<file path="config.mk">
export PLATFORM = sky130hd
export DESIGN_NAME = jtopl_wrsched_flat
export DESIGN_NICKNAME = d
export VERILOG_FILES = /design/src/rtl/jtopl_pkg.sv /design/src/rtl/jtopl_wrsched_if.sv /design/src/rtl/jtopl_wrsched_dec.sv /design/src/rtl/jtopl_wrsched.sv /design/src/flat_wrapper.sv
export SDC_FILE = /design/constraint.sdc
export NUM_CORES = 1
export LEC_CHECK = 0
export CORE_MARGIN = 2
export CORE_UTILIZATION = 40
export CTS_BUF_LIST = sky130_fd_sc_hd__clkbuf_4 sky130_fd_sc_hd__clkbuf_8
export CTS_CLUSTER_SIZE = 24
export DETAILED_ROUTE_END_ITERATION = 12
export GPL_ROUTABILITY_DRIVEN = 0
export HOLD_SLACK_MARGIN = 0.03
export PLACE_DENSITY = 0.64
export SLEW_MARGIN = 25
export SYNTH_ARGS = -nofsm -noshare
export SYNTH_HDL_FRONTEND = slang
export SYNTH_SLANG_ARGS = --single-unit
</file>
<file path="constraint.sdc">
create_clock -name clk -period 9.3 [get_ports clk]
set_input_delay 1.86 -clock clk [delete_from_list [all_inputs] [get_ports clk]]
set_output_delay 1.86 -clock clk [all_outputs]
set_load 0.02 [all_outputs]
</file>
<file path="src/rtl/jtopl_pkg.sv">
// Shared constants, state type and slot arithmetic for the operator write scheduler.
package jtopl_pkg;

  localparam int SLOT_N = 18;

  localparam logic [1:0] BANK_AM_MUL = 2'd0;
  localparam logic [1:0] BANK_KSL_TL = 2'd1;
  localparam logic [1:0] BANK_AR_DR  = 2'd2;
  localparam logic [1:0] BANK_SL_RR  = 2'd3;

  typedef enum logic [1:0] {
    ST_IDLE,
    ST_WAIT,
    ST_DONE
  } wrsched_st_t;

  // Returned need vector: bit0 = stage I, bit1 = stage II, bit2 = stage IV.
  function automatic logic [2:0] stage_need(input logic [1:0] bank);
    logic [2:0] need;
    case (bank)
      BANK_AM_MUL, BANK_KSL_TL: need = 3'b110;
      default:                  need = 3'b001;
    endcase
    return need;
  endfunction

  function automatic logic [4:0] add_mod18(input logic [4:0] a, input logic [4:0] b);
    logic [5:0] s;
    s = {1'b0, a} + {1'b0, b};
    if (s >= 6'(SLOT_N)) s = s - 6'(SLOT_N);
    return s[4:0];
  endfunction

endpackage

</file>
<file path="src/rtl/jtopl_wrsched_if.sv">
// CPU-side write port of the operator write scheduler.
interface jtopl_wrsched_if;
  logic       wr;
  logic [7:0] addr;
  logic [7:0] din;
  logic       busy;
  logic       done;
  logic       ovf;

  modport master (output wr, addr, din, input busy, done, ovf);
  modport slave  (input wr, addr, din, output busy, done, ovf);
endinterface

</file>
<file path="src/rtl/jtopl_wrsched_dec.sv">
// Operator register address decoder: page 0x20..0x80 plus offset -> bank and slot.
module jtopl_wrsched_dec
  import jtopl_pkg::*;
(
  input  logic [7:0] addr,
  output logic       valid,
  output logic [1:0] bank,
  output logic [4:0] tgt
);

  logic [2:0] page;
  logic [4:0] off;
  logic [1:0] grp;
  logic [2:0] sub;

  always_comb begin
    page  = addr[7:5];
    off   = addr[4:0];
    grp   = off[4:3];
    sub   = off[2:0];
    valid = (page >= 3'd1) && (page <= 3'd4) && (off <= 5'h15) && (sub <= 3'd5);
    bank  = 2'(page - 3'd1);
    // Offsets 0-2 of each group hit modulator slots, 3-5 hit the carrier half.
    if (sub < 3'd3) tgt = 5'(grp) * 5'd3 + 5'(sub);
    else            tgt = 5'd9 + 5'(grp) * 5'd3 + 5'(sub) - 5'd3;
  end

endmodule

</file>
<file path="src/rtl/jtopl_wrsched.sv">
// Operator write scheduler: master slot counter plus per-stage capture strobes.
// Define JTOPL_WRFIFO_EN to queue up to two writes that arrive while busy.
//
// state   | meaning
// IDLE    | no write in flight, accepts a new write (or FIFO head)
// WAIT    | bank select high, waiting for each needed stage slot
// DONE    | one-clk done pulse, drops busy and bank select
module jtopl_wrsched
  import jtopl_pkg::*;
#(
  parameter int SLOTS   = 18,
  parameter int OFFS_I  = 0,
  parameter int OFFS_II = 1,
  parameter int OFFS_IV = 3
) (
  input  logic            clk,
  input  logic            rst_n,
  input  logic            cen,
  jtopl_wrsched_if.slave  cpu,
  output logic [7:0]      dout,
  output logic [4:0]      slot,
  output logic            up_am_mul,
  output logic            up_ksl_tl,
  output logic            up_ar_dr,
  output logic            up_sl_rr,
  output logic            update_op_I,
  output logic            update_op_II,
  output logic            update_op_IV
);

  localparam logic [4:0] OI   = 5'(OFFS_I);
  localparam logic [4:0] OII  = 5'(OFFS_II);
  localparam logic [4:0] OIV  = 5'(OFFS_IV);
  localparam logic [4:0] LAST = 5'(SLOTS - 1);

  wrsched_st_t st, st_nx;
  logic        dec_vld, wr_ok, lost, q_busy;
  logic [1:0]  dec_bank;
  logic [4:0]  dec_tgt;
  logic        src_vld;
  logic [1:0]  src_bank;
  logic [4:0]  src_tgt;
  logic [7:0]  src_data;
  logic [4:0]  tgt_r, tgt_nx;
  logic [7:0]  dout_nx;
  logic [2:0]  need, need_nx, upd;
  logic [3:0]  sel, sel_nx;
  logic        busy_r, busy_nx, ovf_r, ovf_nx;
  logic        hit_i, hit_ii, hit_iv;

  jtopl_wrsched_dec u_dec (
    .addr  (cpu.addr),
    .valid (dec_vld),
    .bank  (dec_bank),
    .tgt   (dec_tgt)
  );

  assign wr_ok = cpu.wr & dec_vld;

  always_ff @(posedge clk or negedge rst_n) begin
    if (!rst_n)   slot <= '0;
    else if (cen) slot <= (slot == LAST) ? 5'd0 : slot + 5'd1;
  end

`ifdef JTOPL_WRFIFO_EN
  logic [14:0] fifo_mem [2];
  logic        rd_ptr, wr_ptr, push, pop;
  logic [1:0]  fifo_cnt, cnt_nx;

  always_comb begin
    pop     = (st == ST_IDLE) && (fifo_cnt != 2'd0);
    push    = wr_ok && ((st != ST_IDLE) || (fifo_cnt != 2'd0)) && (fifo_cnt != 2'd2);
    lost    = wr_ok && ((st != ST_IDLE) || (fifo_cnt != 2'd0)) && (fifo_cnt == 2'd2);
    src_vld = pop || (wr_ok && (st == ST_IDLE));
    {src_tgt, src_bank, src_data} = pop ? fifo_mem[rd_ptr] : {dec_tgt, dec_bank, cpu.din};
    cnt_nx  = fifo_cnt + {1'b0, push} - {1'b0, pop};
    q_busy  = (cnt_nx != 2'd0);
  end

  always_ff @(posedge clk) begin
    if (push) fifo_mem[wr_ptr] <= {dec_tgt, dec_bank, cpu.din};
  end

  always_ff @(posedge clk or negedge rst_n) begin
    if (!rst_n) begin
      rd_ptr   <= 1'b0;
      wr_ptr   <= 1'b0;
      fifo_cnt <= 2'd0;
    end else begin
      if (push) wr_ptr <= ~wr_ptr;
      if (pop)  rd_ptr <= ~rd_ptr;
      fifo_cnt <= cnt_nx;
    end
  end
`else
  always_comb begin
    src_vld  = wr_ok && (st == ST_IDLE);
    lost     = wr_ok && (st != ST_IDLE);
    src_tgt  = dec_tgt;
    src_bank = dec_bank;
    src_data = cpu.din;
    q_busy   = 1'b0;
  end
`endif

  assign hit_i  = (slot == add_mod18(tgt_r, OI));
  assign hit_ii = (slot == add_mod18(tgt_r, OII));
  assign hit_iv = (slot == add_mod18(tgt_r, OIV));

  always_comb begin
    upd     = (st == ST_WAIT) ? (need & {hit_iv, hit_ii, hit_i}) : 3'b000;
    st_nx   = st;
    need_nx = need;
    tgt_nx  = tgt_r;
    dout_nx = dout;
    sel_nx  = sel;
    ovf_nx  = ovf_r | lost;
    case (st)
      ST_IDLE: begin
        if (src_vld) begin
          st_nx   = ST_WAIT;
          tgt_nx  = src_tgt;
          dout_nx = src_data;
          need_nx = stage_need(src_bank);
          sel_nx  = 4'b0001 << src_bank;
        end
      end
      ST_WAIT: begin
        // A strobe is only consumed on an enabled edge.
        if (cen) begin
          need_nx = need & ~upd;
          if (need_nx == 3'b000) st_nx = ST_DONE;
        end
      end
      ST_DONE: begin
        st_nx  = ST_IDLE;
        sel_nx = 4'b0000;
      end
      default: st_nx = ST_IDLE;
    endcase
    busy_nx = (st_nx != ST_IDLE) || q_busy;
  end

  always_ff @(posedge clk or negedge rst_n) begin
    if (!rst_n) begin
      st     <= ST_IDLE;
      need   <= 3'b000;
      tgt_r  <= '0;
      dout   <= '0;
      sel    <= '0;
      busy_r <= 1'b0;
      ovf_r  <= 1'b0;
    end else begin
      st     <= st_nx;
      need   <= need_nx;
      tgt_r  <= tgt_nx;
      dout   <= dout_nx;
      sel    <= sel_nx;
      busy_r <= busy_nx;
      ovf_r  <= ovf_nx;
    end
  end

  assign cpu.busy     = busy_r;
  assign cpu.done     = (st == ST_DONE);
  assign cpu.ovf      = ovf_r;
  assign up_am_mul    = sel[0];
  assign up_ksl_tl    = sel[1];
  assign up_ar_dr     = sel[2];
  assign up_sl_rr     = sel[3];
  assign update_op_I  = upd[0];
  assign update_op_II = upd[1];
  assign update_op_IV = upd[2];

endmodule

</file>
<file path="src/flat_wrapper.sv">
// flat-port wrapper written by rule: the top's interface ports become plain ports
module jtopl_wrsched_flat import jtopl_pkg::*;
#(
  parameter int SLOTS   = 18,
  parameter int OFFS_I  = 0,
  parameter int OFFS_II = 1,
  parameter int OFFS_IV = 3
)
  (clk, rst_n, cen, dout, slot, up_am_mul, up_ksl_tl, up_ar_dr, up_sl_rr, update_op_I, update_op_II, update_op_IV, cpu_wr, cpu_addr, cpu_din, cpu_busy, cpu_done, cpu_ovf);
  jtopl_wrsched_if cpu_i ();
  input  logic clk;
  input  logic rst_n;
  input  logic cen;
  output logic [7:0] dout;
  output logic [4:0] slot;
  output logic up_am_mul;
  output logic up_ksl_tl;
  output logic up_ar_dr;
  output logic up_sl_rr;
  output logic update_op_I;
  output logic update_op_II;
  output logic update_op_IV;
  input wire logic [$bits(cpu_i.wr)-1:0] cpu_wr;
  input wire logic [$bits(cpu_i.addr)-1:0] cpu_addr;
  input wire logic [$bits(cpu_i.din)-1:0] cpu_din;
  output wire logic [$bits(cpu_i.busy)-1:0] cpu_busy;
  output wire logic [$bits(cpu_i.done)-1:0] cpu_done;
  output wire logic [$bits(cpu_i.ovf)-1:0] cpu_ovf;
  assign cpu_i.wr = cpu_wr;
  assign cpu_i.addr = cpu_addr;
  assign cpu_i.din = cpu_din;
  assign cpu_busy = cpu_i.busy;
  assign cpu_done = cpu_i.done;
  assign cpu_ovf = cpu_i.ovf;
  jtopl_wrsched #(.SLOTS(SLOTS), .OFFS_I(OFFS_I), .OFFS_II(OFFS_II), .OFFS_IV(OFFS_IV)) u_core (.clk(clk), .rst_n(rst_n), .cen(cen), .cpu(cpu_i), .dout(dout), .slot(slot), .up_am_mul(up_am_mul), .up_ksl_tl(up_ksl_tl), .up_ar_dr(up_ar_dr), .up_sl_rr(up_sl_rr), .update_op_I(update_op_I), .update_op_II(update_op_II), .update_op_IV(update_op_IV));
endmodule
</file>
==> results.json <==
{
  "status": "finished clean",
  "reg2reg_from": "u_core.tgt_r[0]$_DFFE_PN0P_",
  "setup.worst_path.end_class": "primary output",
  "ant_nets": 0,
  "ctsHoldBuffers": 0,
  "maxCapViolCount": 0,
  "yosysWarnings": 0,
  "seq_area_um2": 726,
  "syn_nets": 354,
  "cts_resized": 0,
  "synth_edf_count": 0,
  "grt_pass1_wl_mm": 10.3,
  "slowest_stage": "clkdlybuf4s50_1",
  "maxSlewHeadroom": 0.396,
  "crit_path_max_incr_delay_ns": 0.68,
  "async_flop_share": 1.00,
  "min_period_ns": 5.64,
  "dr.pass1.iters": 7,
  "rows": 29,
  "multi_input_area_mm2": 0.00169,
  "rrSetupSlack_ns": 5.83,
  "worstHoldEndpoint": "u_core.dout[5]$_DFFE_PN0P_",
  "clock_latency_ns": 0.29,
  "cts_sinks": 29,
  "syn_area_mm2": 0.00263,
  "io_buffers": 42,
  "path_buf_inv": 3,
  "powerDensity_mw_per_mm2": 332,
  "dieHeight_um": 85.1,
  "drc_errors": 0,
  "synth_top_area_cell": "dfrtp_1",
  "clockBufferDepth": 2,
  "r2r_end": "u_core.st[0]$_DFF_PN0_",
  "tns_ns": 0,
  "drive_gt1_frac": 0.0824,
  "grt_max_degree": 30,
  "synth.ff_latch_count": 29,
  "min_path_type": "reg2reg",
  "root_buffer": "clkbuf_8",
  "ctsHtreeMaxLevel": 2,
  "ir_drop_uv": 208,
  "reg2reg_depth": 9,
  "pin_count": 43,
  "finClkSkew_ns": 0.00450,
  "routed_via_density": 5.39,
  "fmax_mhz": 177,
  "dp_hpwl_mm": 4.26,
  "cp_top_family": "buffers and inverters",
  "postSynthAreaPerCell_um2": 8.68,
  "crit_type": "reg2out",
  "clkTransAtPathRegs_ns": 0.07,
  "worstHoldStart": "u_core.dout[5]$_DFFE_PN0P_",
  "nets": 390,
  "wl_per_cell_um": 14.2,
  "arrival_ns": 3.78,
  "cts_made_buffers": 5,
  "synth.top_cell.area_share": 0.276,
  "synthFlopType": "dfrtp_1",
  "antennaDiodeCount": 0,
  "hold_viol": 0,
  "tightest_slew_ns": 0.906,
  "synthTopCellsByArea": "dfrtp_1 28%, ha_1 14%, nand2_1 6.6%, xnor2_1 3.7%, inv_1 3.6%",
  "antenna_found_initial": 0,
  "fillers": 622,
  "grt_overflow_total": 0,
  "cts_tree": "built",
  "yosysSeqAreaShare": 0.276,
  "leakage_nw": 1.41,
  "dieArea_mm2": 0.00724,
  "die_w_um": 85.1,
  "hold_depth": 2,
  "syn_to_final_growth_pct": 20.6,
  "crit_chain": "inv_1 -> ha_1 -> inv_1 -> ha_1 -> or2b_2 -> o311a_1 -> nor4_4 -> clkdlybuf4s50_1",
  "grt_usage": 0.173,
  "cts_setup_buffers": 0,
  "worstPathMaxFanout": 13,
  "setup_viol": 0,
  "startpoint_type": "flip-flop",
  "critical_path_required_ns": 7.44,
  "drt_wl_total_mm": 5.92,
  "total_power_w": 0.00105,
  "yosys.cell_types.count": 64,
  "grt_setup_unrepaired": "false",
  "first_iter_violations": 102,
  "fin_crit_sh": 0.606,
  "initial_core_util": 0.414,
  "drv_slew": 0,
  "grt_pass1_vias": 2214,
  "coreArea_mm2": 0.00635,
  "route.vias.total": 2248,
  "netlist_instances": 303
}
==> registers in the layout (all words and copies together), names as in the netlist <==
register         flops
u_core.dout          8
u_core.slot          5
u_core.tgt_r         5
u_core.sel           4
u_core.need          3
u_core.st            2
u_core.cpu.busy      1
u_core.cpu.ovf       1
==> through the flow <==
step,utilization,instance area (um^2),worst slack [ns],cells,hold WS [ns]
floorplan,-,2630,4.92,303,0.466
global placement,0.480,3050,4.11,409,0.457
detailed placement,0.480,3050,4.02,409,0.465
CTS,0.499,3170,3.69,417,0.485
global route,0.499,3170,3.50,417,0.499
finish,0.499,3170,3.66,417,0.481
==> layout by cell type (no fill, tap or decap), types with 3 or more instances in the layout <==
cell type	count
nor2_1	19
nand2_1	46
nand3_1	8
dfrtp_1	29
clkbuf_8	6
inv_1	25
and3_1	3
a211oi_1	6
a21o_1	3
xor2_1	10
o22ai_1	4
o21ai_0	11
ha_1	29
nand2b_1	9
clkdlybuf4s50_1	42
a21oi_1	16
mux2i_1	3
xnor2_1	11
==> final cells by class <==
class                   count  share of cell area
multi-input cells         233               0.534
flip-flops and latches     29               0.229
repair buffers             44               0.137
inverters                  26              0.0316
well taps                  77              0.0304
clock buffers               6              0.0260
clock inverters             2              0.0118
==> how the worst max path moves through the flow <==
stage                                 from      endpoint  cells past startpoint
5_1_grt        u_core.tgt_r[0]$_DFFE_PN0P_  update_op_II                      8
3_5_place_dp   u_core.tgt_r[0]$_DFFE_PN0P_  update_op_II                      8
4_1_cts        u_core.tgt_r[0]$_DFFE_PN0P_  update_op_II                      8
2_1_floorplan  u_core.tgt_r[0]$_DFFE_PN0P_  update_op_II                      9
6_report       u_core.tgt_r[0]$_DFFE_PN0P_  update_op_II                      8
3_3_place_gp   u_core.tgt_r[0]$_DFFE_PN0P_  update_op_II                      8
==> layer usage <==
metal / global-route usage / routed length [um] / up-vias
li1: - / - / 1118
met5: 0 / 0 / -
met4: 0.0462 / 44 / 0
met3: 0.0360 / 295 / 5
met1: 0.241 / 2860 / 1067
met2: 0.275 / 2710 / 58
==> cells in the mapped netlist, types with 7 or more instances <==
| library cell | number |
|---|---|
| xnor2_1 | 11 |
| inv_1 | 25 |
| nand2_1 | 46 |
| a21oi_1 | 16 |
| nand2b_1 | 9 |
| xor2_1 | 10 |
| dfrtp_1 | 29 |
| ha_1 | 29 |
| o21ai_0 | 11 |
| clkbuf_1 | 7 |
| nand3_1 | 8 |
| nor2_1 | 19 |
==> worst min-delay path: cells and delay by family (launching register included) <==
kind | cells | cell delay, ns
flip-flops | 1 | 0.34
AND/OR/NAND/NOR | 2 | 0.11
==> cell families after synthesis <==
logic type	Yosys count	synth area share
AO/OA/AOI/OAI	66	0.186
XOR/XNOR	22	0.0762
adder cells (fa/ha/maj)	31	0.153
buffers and inverters	41	0.0800
flip-flops	29	0.276
multiplexers	3	0.0114
AND/OR/NAND/NOR	111	0.218
==> power by group <==
| group | internal [W] | leakage, nW | switching [W] |
|---|---|---|---|
| logic | 0.000303 | 1.00 | 0.000359 |
| registers | 0.000173 | 0.347 | 0.0000800 |
| clock network | 0.0000870 | 0.0574 | 0.0000524 |
(Power assumes the default switching activity.)
